**src/rtl/cpu_defs.sv**
```systemverilog
// rtl/cpu_defs.sv - opcode, state and control-bundle definitions for the instruction sequencer
package cpu_defs;

  localparam int OP_W = 3;

  localparam logic [2:0] OP_HLT = 3'b000;
  localparam logic [2:0] OP_SKZ = 3'b001;
  localparam logic [2:0] OP_ADD = 3'b010;
  localparam logic [2:0] OP_AND = 3'b011;
  localparam logic [2:0] OP_XOR = 3'b100;
  localparam logic [2:0] OP_LDA = 3'b101;
  localparam logic [2:0] OP_STO = 3'b110;
  localparam logic [2:0] OP_JMP = 3'b111;

  typedef enum logic [8:0] {
    S0     = 9'b000000001,
    S1     = 9'b000000010,
    S2     = 9'b000000100,
    S3     = 9'b000001000,
    S4     = 9'b000010000,
    S5     = 9'b000100000,
    S6     = 9'b001000000,
    S7     = 9'b010000000,
    HALTED = 9'b100000000
  } state_t;

  typedef struct packed {
    logic inc_pc;
    logic load_pc;
    logic load_ir;
    logic load_acc;
    logic rd;
    logic wr;
    logic datactl_ena;
    logic halt;
  } ctl_t;

endpackage

```
**src/rtl/op_decode.sv**
```systemverilog
// rtl/op_decode.sv - combinational opcode class decoder
module op_decode #(
  parameter int OP_W = 3
) (
  input  logic [OP_W-1:0] op,
  output logic            is_hlt,
  output logic            is_skz,
  output logic            is_jmp,
  output logic            is_sto,
  output logic            is_alu
);
  import cpu_defs::*;

  // ALU class covers every opcode that reads an operand from memory into the accumulator
  always_comb begin
    is_hlt = (op == OP_W'(OP_HLT));
    is_skz = (op == OP_W'(OP_SKZ));
    is_jmp = (op == OP_W'(OP_JMP));
    is_sto = (op == OP_W'(OP_STO));
    is_alu = (op == OP_W'(OP_ADD)) || (op == OP_W'(OP_AND)) ||
             (op == OP_W'(OP_XOR)) || (op == OP_W'(OP_LDA));
  end

endmodule

```
**src/rtl/instr_sequencer.sv**
```systemverilog
// rtl/instr_sequencer.sv - 8-step fetch/decode/execute strobe sequencer with halt
module instr_sequencer #(
  parameter int OP_W = 3
) (
  input  logic            clk,
  input  logic            rst,
  input  logic            ena,
  input  logic [OP_W-1:0] opcode,
  input  logic            zero,
  output logic            inc_pc,
  output logic            load_pc,
  output logic            load_ir,
  output logic            load_acc,
  output logic            rd,
  output logic            wr,
  output logic            datactl_ena,
  output logic            halt
);
  import cpu_defs::*;

  state_t          state, state_n;
  logic            run_q, run_n;   // 0 while parked in S0 (after reset or ena low)
  logic            skip_q;
  logic [OP_W-1:0] op_q;
  ctl_t            ctl_q, ctl_n;

  logic is_hlt, is_skz, is_jmp, is_sto, is_alu;

  op_decode #(.OP_W(OP_W)) u_op_decode (
    .op     (op_q),
    .is_hlt (is_hlt),
    .is_skz (is_skz),
    .is_jmp (is_jmp),
    .is_sto (is_sto),
    .is_alu (is_alu)
  );

  // Next state plus the strobes for that state, so registered outputs line up with state
  always_comb begin
    state_n = S0;
    run_n   = 1'b0;
    ctl_n   = '0;

    case (state)
      S0: if (ena) begin run_n = 1'b1; state_n = run_q ? S1 : S0; end
      S1: if (ena) begin run_n = 1'b1; state_n = S2; end
      S2: if (ena) begin run_n = 1'b1; state_n = S3; end
      S3: if (ena) begin
            if (is_hlt) begin
              state_n = HALTED;
            end else begin
              run_n   = 1'b1;
              state_n = S4;
            end
          end
      S4: if (ena) begin run_n = 1'b1; state_n = S5; end
      S5: if (ena) begin run_n = 1'b1; state_n = S6; end
      S6: if (ena) begin run_n = 1'b1; state_n = S7; end
      S7: if (ena) begin run_n = 1'b1; state_n = S0; end
      HALTED: state_n = HALTED;
      default: ;
    endcase

    case (state_n)
      S0, S1: if (run_n) begin
                ctl_n.load_ir = 1'b1;
                ctl_n.rd      = 1'b1;
                ctl_n.inc_pc  = 1'b1;
              end
      S4: if (run_n) begin
            ctl_n.rd          = is_alu;
            ctl_n.datactl_ena = is_sto;
            ctl_n.load_pc     = is_jmp;
          end
      S5: if (run_n) begin
            ctl_n.rd          = is_alu;
            ctl_n.load_acc    = is_alu;
            ctl_n.datactl_ena = is_sto;
            ctl_n.wr          = is_sto;
            ctl_n.load_pc     = is_jmp;
          end
      S6: if (run_n) begin
            ctl_n.rd          = is_alu;
            ctl_n.datactl_ena = is_sto;
          end
      S7: if (run_n) begin
            ctl_n.inc_pc = is_skz && skip_q;
          end
      HALTED: ctl_n.halt = 1'b1;
      default: ;
    endcase
  end

  // State, opcode latch, skip flag and registered strobes
  always_ff @(posedge clk) begin
    if (rst) begin
      state  <= S0;
      run_q  <= 1'b0;
      op_q   <= '0;
      skip_q <= 1'b0;
      ctl_q  <= '0;
    end else begin
      state <= state_n;
      run_q <= run_n;
      ctl_q <= ctl_n;
      if (state == S2 && state_n == S3) begin
        op_q   <= opcode;
        skip_q <= 1'b0;
      end
      if (state == S4 && state_n == S5 && is_skz) begin
        skip_q <= zero;
      end
    end
  end

  assign inc_pc      = ctl_q.inc_pc;
  assign load_pc     = ctl_q.load_pc;
  assign load_ir     = ctl_q.load_ir;
  assign load_acc    = ctl_q.load_acc;
  assign rd          = ctl_q.rd;
  assign wr          = ctl_q.wr;
  assign datactl_ena = ctl_q.datactl_ena;
  assign halt        = ctl_q.halt;

endmodule

```
**config.mk**
```make
export PLATFORM = sky130hd
export DESIGN_NAME = instr_sequencer
export DESIGN_NICKNAME = d
export VERILOG_FILES = /design/src/rtl/cpu_defs.sv /design/src/rtl/op_decode.sv /design/src/rtl/instr_sequencer.sv
export SDC_FILE = /design/constraint.sdc
export NUM_CORES = 1
export LEC_CHECK = 0
export ABC_AREA = 1
export CAP_MARGIN = 20
export CORE_ASPECT_RATIO = 0.7
export CORE_MARGIN = 2
export CORE_UTILIZATION = 57
export CTS_CLUSTER_DIAMETER = 200
export DETAILED_ROUTE_END_ITERATION = 16
export HOLD_SLACK_MARGIN = 0.06
export PLACE_DENSITY = 0.82
export SLEW_MARGIN = 30
export SYNTH_ARGS = -nofsm -noshare
export SYNTH_HDL_FRONTEND = slang
export SYNTH_SLANG_ARGS = --single-unit
export TNS_END_PERCENT = 20
```
**constraint.sdc**
```tcl
create_clock -name clk -period 2.2 [get_ports clk]
set_input_delay 0.33 -clock clk [delete_from_list [all_inputs] [get_ports clk]]
set_output_delay 0.33 -clock clk [all_outputs]
set_load 0.1 [all_outputs]
```
==> impl_metrics.json <==
{
  "synth_top_area_cell": "dfxtp_1",
  "synth-seq-cells": 22,
  "cp_cell_sequence": "inv_2, nand2_1, inv_2, nand2_1, nand2_1, nor2_1, nand2_1, nor2_1, nor2_1, nand3_1, nor2_1",
  "wl_met1_um": 1071,
  "cts_resized": 0,
  "yosysSeqAreaShare_pct": 39.11,
  "critPathArrivalTime_ps": 1820,
  "maxCapViolations": 0,
  "synth_flop_cell": "dfxtp_1",
  "wl_met2_um": 1127,
  "wl_per_cell_um": 11.90,
  "timing.fmax_mhz": 628.8,
  "gr-usage-all-layers_pct": 24.63,
  "cts_hold_buf": 0,
  "setup_tns_ps": 0,
  "crit_path_max_fanout": 7,
  "leakage_nw": 0.5634,
  "regArea_um2": 440.4,
  "place_congestion": 0.9807,
  "hold_viol_final": 0,
  "max_stage_delay_ps": 450,
  "critPathKind": "reg2reg",
  "cts_tree": "yes",
  "viasPerCell": 5.541,
  "p_per_area_nw_per_um2": 629.8,
  "rows": 13,
  "fin_crit_ps": 1590,
  "yosys_warnings": 0,
  "synth.avg_cell_area_um2": 6.784,
  "htreeDepth": 1,
  "multi_input_area_um2": 603.1,
  "drt_iter0_drc": 37,
  "max-vdd-ir-drop_mv": 0.5610,
  "route.detailed.drc": 0,
  "setup.worst_path.end_class": "register",
  "routed_wl_um": 2439,
  "worstPathRequired_ps": 2430,
  "synthArstFlopShare_pct": 0,
  "dr.pass1.iters": 4,
  "clk_latency_ps": 320,
  "netlist_top_cells_area": "dfxtp_1 (39%), nand2_1 (12%), nor2_1 (10%), nand3_1 (8.0%), inv_1 (5.3%)",
  "drive_gt1_share_pct": 18.03,
  "syn_area_um2": 1126,
  "fin_crit_sh_pct": 72.29,
  "skew_ps": 3.705,
  "antennaDiodeCount": 0,
  "synthMostInstantiatedCell": "nand2_1",
  "initial_core_util_pct": 60.73,
  "drv_slew": 0,
  "fin_nets": 191,
  "clockBufferDepth": 2,
  "core_um2": 1854,
  "numCtsBuffers": 3,
  "clk_pin_slew_ps": 120,
  "die_h_um": 41.19,
  "synth-edff-count": 0,
  "grt.overflow.total": 0,
  "fill_cells": 155,
  "cpMaxStageDelayCell": "dfxtp_1",
  "place_hpwl_um": 1980,
  "crit_buf_inv": 2,
  "min_path_type": "reg2reg",
  "yosys-top-cells-count": "nand2_1 (36), nor2_1 (31), dfxtp_1 (22), nand3_1 (18), inv_1 (16)",
  "syn_inst": 166,
  "grt_pass1_wl_um": 4222,
  "io_buffers": 14,
  "vias": 1136,
  "rsz0062_at_grt": "no",
  "ys_types": 20,
  "grt_max_degree": 14,
  "antenna_found_initial": 0,
  "cp_top_family": "simple AND/OR/NAND/NOR gates",
  "cts_root_buffer": "clkbuf_4",
  "ios": 15,
  "syn_nets": 173,
  "worst_slew_pin_slew_ps": 359.9,
  "post_cts_buffers": 0,
  "crit_path_start_kind": "register",
  "top_layer_used": "met4",
  "cts_sinks": 22,
  "grt_pass1_vias": 983,
  "max-slew-margin-rel_pct": 75.93,
  "wl_met3_um": 169,
  "drtAntennaViolNets": 0,
  "area_growth_pct": 18.11,
  "setup_viol": 0,
  "status": "finished, final reports clean",
  "fp.dieArea_um2": 2353,
  "die_w_um": 57.13,
  "hold-worst-slack_ps": 501.5,
  "synth_top_area_share_pct": 39.11
}
## logic make-up after synthesis
| kind of cell | after synthesis | share of synthesized area, % |
|---|---|---|
| DFF | 22 | 39.11 |
| and+or+nand+nor | 110 | 46.78 |
| AOI/OAI and AO/OA | 12 | 6.778 |
| buffers and inverters | 22 | 7.333 |
## registers in the layout, indices dropped and copies added (netlist names)
register and count:
inc_pc 1, load_acc 1, rd 1, datactl_ena 1, wr 1, state 9
run_q 1, skip_q 1, halt 1, load_ir 1, op_q 3, load_pc 1
## per-stage QoR
step                area [um2]  total power, mW  util (%)  cells  worst slack (ps)
finish                    1330           0.8377     71.73    205             609.6
global route              1330           0.8640     71.73    205             409.5
CTS                       1330           0.8431     71.73    205             648.3
detailed placement        1277           0.5333     68.89    201             403.3
global placement          1277           0.5312     68.89    201             459.7
floorplan                 1126           0.5013         -    166             883.7
## final cells by class
cell class / instances / area share (%)
multi-input cells: 122 / 45.34
flip-flops and latches: 22 / 33.11
repair buffers: 16 / 10.16
inverters: 19 / 5.362
clock inverters: 1 / 2.258
well taps: 22 / 2.070
clock buffers: 3 / 1.693
## cell usage in the layout (no fill, tap or decap), drive strengths merged
| cell | netlist | routed |
|---|---|---|
| a211oi | 1 | 1 |
| a21oi | 10 | 10 |
| buf | 1 | 10 |
| bufinv | 0 | 1 |
| clkbuf | 2 | 3 |
| clkdlybuf4s50 | 0 | 6 |
| dfxtp | 22 | 22 |
| inv | 19 | 19 |
| nand2 | 41 | 41 |
| nand3 | 20 | 20 |
| nand4 | 6 | 6 |
| nor2 | 39 | 39 |
| nor3 | 3 | 3 |
| nor4 | 1 | 1 |
| o211ai | 1 | 1 |
## power by group
part	internal (mW)	switching, mW	total, mW
Clock	0.184	0.128	0.313
Combinational	0.0341	0.0798	0.114
Sequential	0.407	0.00454	0.411
## worst register-to-register path: cells and delay by family (launching register included)
kind	cells	cell delay, ps
and+or+nand+nor	9	900
DFF	1	450
buffers and inverters	2	170
## path summary, 6_finish.rpt
check,startpoint,end,slack (ps),cells after the start
setup / recovery,state[8]$_SDFF_PP0_,state[1]$_SDFF_PP0_,610,11
setup reg to reg,state[8]$_SDFF_PP0_,state[1]$_SDFF_PP0_,610,11
hold / removal,run_q$_SDFF_PP0_,state[1]$_SDFF_PP0_,500,2
hold reg to reg,run_q$_SDFF_PP0_,state[1]$_SDFF_PP0_,500,2
## metal layers
layer  global-route usage [%]  up-vias
met1                    29.96      515
met5                        0        -
met2                    41.67       42
met4                    12.79        0
met3                    6.625       13
li1                         -      566
Power figures use the tool's default switching activity.
